--- config.mk ---
export PLATFORM = sky130hd
export DESIGN_NAME = q_tile_reader_flat
export DESIGN_NICKNAME = d
export VERILOG_FILES = /design/src/rtl/q_tile_reader_if.sv /design/src/rtl/q_tile_reader.sv /design/src/flat_wrapper.sv
export SDC_FILE = /design/constraint.sdc
export NUM_CORES = 1
export LEC_CHECK = 0
export BUFFER_PORTS_ARGS = -buffer_cell sky130_fd_sc_hd__buf_2
export CORE_AREA = 5 5 251 253
export DETAILED_ROUTE_END_ITERATION = 6
export DIE_AREA = 0 0 256 258
export REMOVE_ABC_BUFFERS = 1
export SYNTH_ARGS = -nofsm -noshare
export SYNTH_HDL_FRONTEND = slang
export SYNTH_SLANG_ARGS = --single-unit
--- constraint.sdc ---
create_clock -name clk -period 15.7 [get_ports clk]
set_input_delay 1.57 -clock clk [delete_from_list [all_inputs] [get_ports clk]]
set_output_delay 1.57 -clock clk [all_outputs]
set_load 0.005 [all_outputs]
--- src/rtl/q_tile_reader_if.sv ---
// Bundle between q_tile_reader and its neighbours: run control, SRAM read port
// and the tile valid/ready stream.
interface q_tile_reader_if #(
  parameter int NUM_TILES = 32,
  parameter int WORD_W    = 128,
  parameter int ADDR_W    = 7
);
  localparam int IDX_W = (NUM_TILES > 1) ? $clog2(NUM_TILES) : 1;

  logic                  start;
  logic                  busy;
  logic                  done;
  logic [WORD_W-1:0]     MEM_DOUT;
  logic                  MEM_CEB;
  logic                  MEM_WEN;
  logic [ADDR_W-1:0]     MEM_ADDR;
  logic                  tile_valid;
  logic                  tile_ready;
  logic [4*WORD_W-1:0]   tile_data;
  logic [IDX_W-1:0]      tile_idx;
  logic                  tile_last;

  modport master (
    input  start, MEM_DOUT, tile_ready,
    output busy, done, MEM_CEB, MEM_WEN, MEM_ADDR,
           tile_valid, tile_data, tile_idx, tile_last
  );

  modport slave (
    output start, MEM_DOUT, tile_ready,
    input  busy, done, MEM_CEB, MEM_WEN, MEM_ADDR,
           tile_valid, tile_data, tile_idx, tile_last
  );
endinterface

--- src/rtl/q_tile_reader.sv ---
// Streams NUM_TILES 4x4 FP32 tiles out of a 1-cycle-latency SRAM: four word
// reads per tile, one drain cycle, then a valid/ready presentation.
module q_tile_reader #(
  parameter int NUM_TILES = 32,
  parameter int WORD_W    = 128,
  parameter int ADDR_W    = 7
) (
  input  logic          clk,
  input  logic          rst,
  q_tile_reader_if.master bus
);
  localparam int IDX_W = (NUM_TILES > 1) ? $clog2(NUM_TILES) : 1;
  localparam logic [IDX_W-1:0] LAST_IDX = IDX_W'(NUM_TILES - 1);

  typedef enum logic [1:0] {IDLE, FETCH, DRAIN, PRESENT} state_e;

  state_e                 state_q, state_d;
  logic [IDX_W-1:0]       tile_idx_q, tile_idx_d;
  logic [1:0]             word_cnt_q, word_cnt_d;
  logic                   done_q, done_d;
  logic [3:0][WORD_W-1:0] data_q;
  logic                   cap_en;
  logic [1:0]             cap_k;

  always_ff @(posedge clk or posedge rst) begin
    if (rst) begin
      state_q    <= IDLE;
      tile_idx_q <= '0;
      word_cnt_q <= '0;
      done_q     <= 1'b0;
    end else begin
      state_q    <= state_d;
      tile_idx_q <= tile_idx_d;
      word_cnt_q <= word_cnt_d;
      done_q     <= done_d;
    end
  end

  always_comb begin
    state_d    = state_q;
    tile_idx_d = tile_idx_q;
    word_cnt_d = word_cnt_q;
    done_d     = 1'b0;
    case (state_q)
      IDLE: if (bus.start) begin
        state_d    = FETCH;
        tile_idx_d = '0;
        word_cnt_d = '0;
      end
      FETCH: begin
        word_cnt_d = word_cnt_q + 2'd1;
        if (word_cnt_q == 2'd3) state_d = DRAIN;
      end
      DRAIN: state_d = PRESENT;
      PRESENT: if (bus.tile_ready) begin
        word_cnt_d = '0;
        if (tile_idx_q == LAST_IDX) begin
          state_d    = IDLE;
          tile_idx_d = '0;
          done_d     = 1'b1;
        end else begin
          state_d    = FETCH;
          tile_idx_d = tile_idx_q + IDX_W'(1);
        end
      end
      default: state_d = IDLE;
    endcase
  end

  // Data for the word issued last cycle lands now; word_cnt has already moved
  // on by one (and wrapped to 0 in DRAIN), so word_cnt-1 names the slice.
  assign cap_en = ((state_q == FETCH) && (word_cnt_q != 2'd0)) || (state_q == DRAIN);
  assign cap_k  = word_cnt_q - 2'd1;

  always_ff @(posedge clk or posedge rst) begin
    if (rst)         data_q <= '0;
    else if (cap_en) data_q[cap_k] <= bus.MEM_DOUT;
  end

  assign bus.busy       = (state_q != IDLE);
  assign bus.done       = done_q;
  assign bus.MEM_CEB    = (state_q != FETCH);
  assign bus.MEM_WEN    = 1'b1;
  assign bus.MEM_ADDR   = (state_q == FETCH) ? ADDR_W'({tile_idx_q, word_cnt_q}) : '0;
  assign bus.tile_valid = (state_q == PRESENT);
  assign bus.tile_data  = data_q;
  assign bus.tile_idx   = tile_idx_q;
  assign bus.tile_last  = (state_q == PRESENT) && (tile_idx_q == LAST_IDX);
endmodule

--- src/flat_wrapper.sv ---
// flat-port wrapper written by rule: the top's interface ports become plain ports
module q_tile_reader_flat 
#(
  parameter int NUM_TILES = 32,
  parameter int WORD_W    = 128,
  parameter int ADDR_W    = 7
)
  (clk, rst, bus_start, bus_MEM_DOUT, bus_tile_ready, bus_busy, bus_done, bus_MEM_CEB, bus_MEM_WEN, bus_MEM_ADDR, bus_tile_valid, bus_tile_data, bus_tile_idx, bus_tile_last);
  q_tile_reader_if #(.NUM_TILES(NUM_TILES), .WORD_W(WORD_W), .ADDR_W(ADDR_W)) bus_i ();
  input  logic clk;
  input  logic rst;
  input wire logic [$bits(bus_i.start)-1:0] bus_start;
  input wire logic [$bits(bus_i.MEM_DOUT)-1:0] bus_MEM_DOUT;
  input wire logic [$bits(bus_i.tile_ready)-1:0] bus_tile_ready;
  output wire logic [$bits(bus_i.busy)-1:0] bus_busy;
  output wire logic [$bits(bus_i.done)-1:0] bus_done;
  output wire logic [$bits(bus_i.MEM_CEB)-1:0] bus_MEM_CEB;
  output wire logic [$bits(bus_i.MEM_WEN)-1:0] bus_MEM_WEN;
  output wire logic [$bits(bus_i.MEM_ADDR)-1:0] bus_MEM_ADDR;
  output wire logic [$bits(bus_i.tile_valid)-1:0] bus_tile_valid;
  output wire logic [$bits(bus_i.tile_data)-1:0] bus_tile_data;
  output wire logic [$bits(bus_i.tile_idx)-1:0] bus_tile_idx;
  output wire logic [$bits(bus_i.tile_last)-1:0] bus_tile_last;
  assign bus_i.start = bus_start;
  assign bus_i.MEM_DOUT = bus_MEM_DOUT;
  assign bus_i.tile_ready = bus_tile_ready;
  assign bus_busy = bus_i.busy;
  assign bus_done = bus_i.done;
  assign bus_MEM_CEB = bus_i.MEM_CEB;
  assign bus_MEM_WEN = bus_i.MEM_WEN;
  assign bus_MEM_ADDR = bus_i.MEM_ADDR;
  assign bus_tile_valid = bus_i.tile_valid;
  assign bus_tile_data = bus_i.tile_data;
  assign bus_tile_idx = bus_i.tile_idx;
  assign bus_tile_last = bus_i.tile_last;
  q_tile_reader #(.NUM_TILES(NUM_TILES), .WORD_W(WORD_W), .ADDR_W(ADDR_W)) u_core (.clk(clk), .rst(rst), .bus(bus_i));
endmodule
==> summary.txt <==
Timing
  • Worst-Margin Slew: 1.05 ns
  • Final hold violations: 0
  • Final period util: 22.9%
  • RSZ-0062 raised after global routing: no
  • Final min period: 3.59 ns
  • Slew headroom: 29.8%
  • Worst Skew: 0.0212 ns
  • Final worst slack: 12.11 ns
  • # setup viols final: 0
  • Setup tns final: 0 ns
  • Fmax: 278 MHz
  • Pins over their slew limit: 0

Setup path
  • CP dominant cell by count: ha_1
  • Max FO, Critical Path: 7
  • Register-to-Register Setup Slack: 12.11 ns
  • Critical Path RT: 14.13 ns
  • Cell chain of the critical path: ha_1 -> and3_1 -> ha_1 -> and2_1 -> buf_2
  • Worst r2r src: u_core.state_q[1]
  • Critical path's largest stage delay: 0.46 ns
  • Worst EP arrival: 2.02 ns
  • Crit Path Class: reg -> out
  • Family with the most delay on the worst path: adder cells
  • Critical path's slowest cell: dfrtp_1
  • Worst Path Buf+Inv: 1
  • Crit. End Element: primary output
  • Reg2reg end: u_core.bus.tile_data[220]
  • R2R depth: 7
  • Crit start category: register

Clock network
  • CTS Hold Bufs: 0
  • CTS tree: yes
  • Clk slew on worst S/H paths: 0.06 ns
  • Clk_lat worst skew: 0.60 ns
  • Total CTS buffers: 56
  • Largest buffer count on any clock path: 3
  • Post-CTS resize count: 0
  • Post-CTS setup buffer count: 0
  • H-Tree Level Count: 2
  • Root Buffer: clkbuf_16
  • CTS sink cnt: 522

Yosys
  • Synth warn: 0
  • Synth Area in Adders: 0.674%
  • Cell variety after synth: 31
  • Post-Synth Simple-Gate Area: 0.916%
  • Largest family of logic cells by synthesized area: multiplexers
  • Synth Area in Compound Gates: 0.618%
  • Sequential share of the synthesized area: 58.7%
  • Post-Syn Area: 22300 um^2
  • FF+latch count, synth: 522
  • Mux contribution to synthesized area: 34.2%
  • Cells after synthesis: 1169
  • Syn avg cell area: 19.0 um^2
  • Xor/xnor share of the synthesized area: 0%

Hold path
  • Worst hold stages: 1
  • Worst hold start: u_core.bus.tile_data[248]
  • Min-Delay Endpoint: u_core.bus.tile_data[248]
  • Hold Crit Class: reg -> reg

Final layout
  • Commonest non-fill, non-tap cell in the layout: buf_2
  • Fin util: 45.4%
  • Area growth syn-to-layout: 24.0%
  • Commonest non-fill, non-tap cells in the layout: buf_2 (660), dfrtp_1 (522), mux2_4 (480)
  • Final std cells w/o fill: 2685
  • Post-layout net count: 1991
  • Fill count: 5405
  • Share of layout cells above drive strength 1: 68.4%

Die
  • Io pins: 662
  • Core ar.: 60800 um^2
  • Die height: 258 um
  • Die Wd: 256 um
  • Die ar.: 66000 um^2
  • Cell row count: 91
  • Initial Util: 36.6%

Placed design
  • Placer congestion estimate: 0.824
  • Placed cells: 2579
  • Pre-CTS WS: 11.47 ns
  • Port buffer count: 660
  • DPL Wire Length: 41.0 mm

GRT
  • Initial antenna violation count: 8
  • Global Route Usage Sum: 17.1%
  • GRT Residual Overflow: 0
  • Number of global-route vias before repair: 13900
  • Largest net degree at the start of global routing: 172
  • Global-route wire length before repair: 89.8 mm

Drt
  • Number of vias per cell: 4.65
  • TritonRoute pass-1 iters: 4
  • DR iter-0 viols: 604
  • Via count of the routed design: 12500
  • # DRC: 0
  • DR WL/cell: 21.9 um
  • WL final: 58.7 mm
  • Routed Antenna Nets: 0

Pwr
  • Peak VDD IR: 0.145 mV
  • Pleak: 0.0147 uW
  • Final Power: 6470 uW
  • P per Cell Area: 235 nW/um^2

Run
  • MaxCap Viol Count: 0

Outcome
  • Status: finished, final reports clean
## power by group
part           internal [uW]  switching, uW
logic                   1630           1010
clock network            833            543
registers               2050            413
## metrics by stage
stage                     area, um^2  hold slack, ns
after global placement         25700           0.484
after global routing           27600           0.510
after floorplan                21200           0.495
after CTS                      27600           0.501
final                          27600           0.500
after detailed placement       25700           0.486
## final cells by class
cell class                      instances  area, um^2  area share [%]
Antenna cell                            4        10.0          0.0363
Sequential cell                       522       13100            47.3
Inverter                                8        37.5           0.136
Clock inverter                         19         231           0.838
Tap cell                              790         988            3.58
Timing Repair Buffer                  679        3460            12.5
Clock buffer                           83        1710            6.21
Multi-Input combinational cell        580        8100            29.4
## routing by layer
layer,vias up,GRT usage [%],part of all wire [%]
met1,6463,21.5,41
met5,-,0,0.034
met3,107,4.98,6.6
met4,4,5.64,3.2
li1,5453,-,-
met2,449,28.5,49
## state kept, by name, summed over array words and instances, names as in the netlist
name                  count
u_core.bus.tile_data    512
u_core.bus.tile_idx       5
u_core.state_q            2
u_core.word_cnt_q         2
u_core.bus.done           1
## cell usage after synthesis
cell / instances / area [um^2]
o41ai_1: 1 / 8.76
o21ai_0: 5 / 25.0
buf_6: 5 / 56.3
conb_1: 1 / 3.75
and3_1: 3 / 18.8
nor3b_1: 1 / 7.51
buf_8: 8 / 120
a31oi_1: 3 / 18.8
nand2b_1: 1 / 6.26
buf_12: 44 / 881
or4_1: 2 / 15.0
inv_1: 8 / 30.0
ha_1: 12 / 150
mux2_4: 480 / 7210
nor3_1: 2 / 10.0
o31ai_1: 2 / 15.0
nand3b_1: 1 / 7.51
nor2b_1: 6 / 37.5
and2_1: 6 / 37.5
and2b_4: 1 / 10.0
nor2_1: 4 / 15.0
mux2_2: 33 / 372
o21ai_4: 4 / 65.1
o21ai_1: 1 / 5.00
or3b_2: 1 / 8.76
buf_4: 1 / 7.51
buf_2: 1 / 5.00
dfrtp_1: 522 / 13100
nand2_1: 4 / 15.0
mux2i_1: 3 / 30.0
nand3_1: 3 / 15.0
## worst max-delay path by stage
stage / startpoint / endpoint / slack (ns) / cells past startpoint
2_1_floorplan: rst / u_core.bus.done / -0.45 / 1
3_3_place_gp: rst / u_core.bus.tile_data[437] / 11.57 / 4
3_5_place_dp: rst / u_core.bus.tile_data[423] / 11.47 / 4
4_1_cts: u_core.state_q[1] / u_core.bus.tile_data[243] / 12.03 / 7
5_1_grt: rst / u_core.bus.tile_data[386] / 11.66 / 4
6_report: u_core.bus.tile_idx[0] / bus_tile_last / 12.11 / 5
## kinds of logic (layout without fill, tap and decap cells)
| family | Yosys count | in the layout |
|---|---|---|
| adders and majority gates | 12 | 12 |
| DFF | 522 | 522 |
| muxes | 516 | 516 |
| buffers and inverters | 67 | 789 |
| AOI/OAI and AO/OA | 16 | 16 |
| other | 1 | 5 |
| and+or+nand+nor | 35 | 35 |
Power figures use the tool's default switching activity.
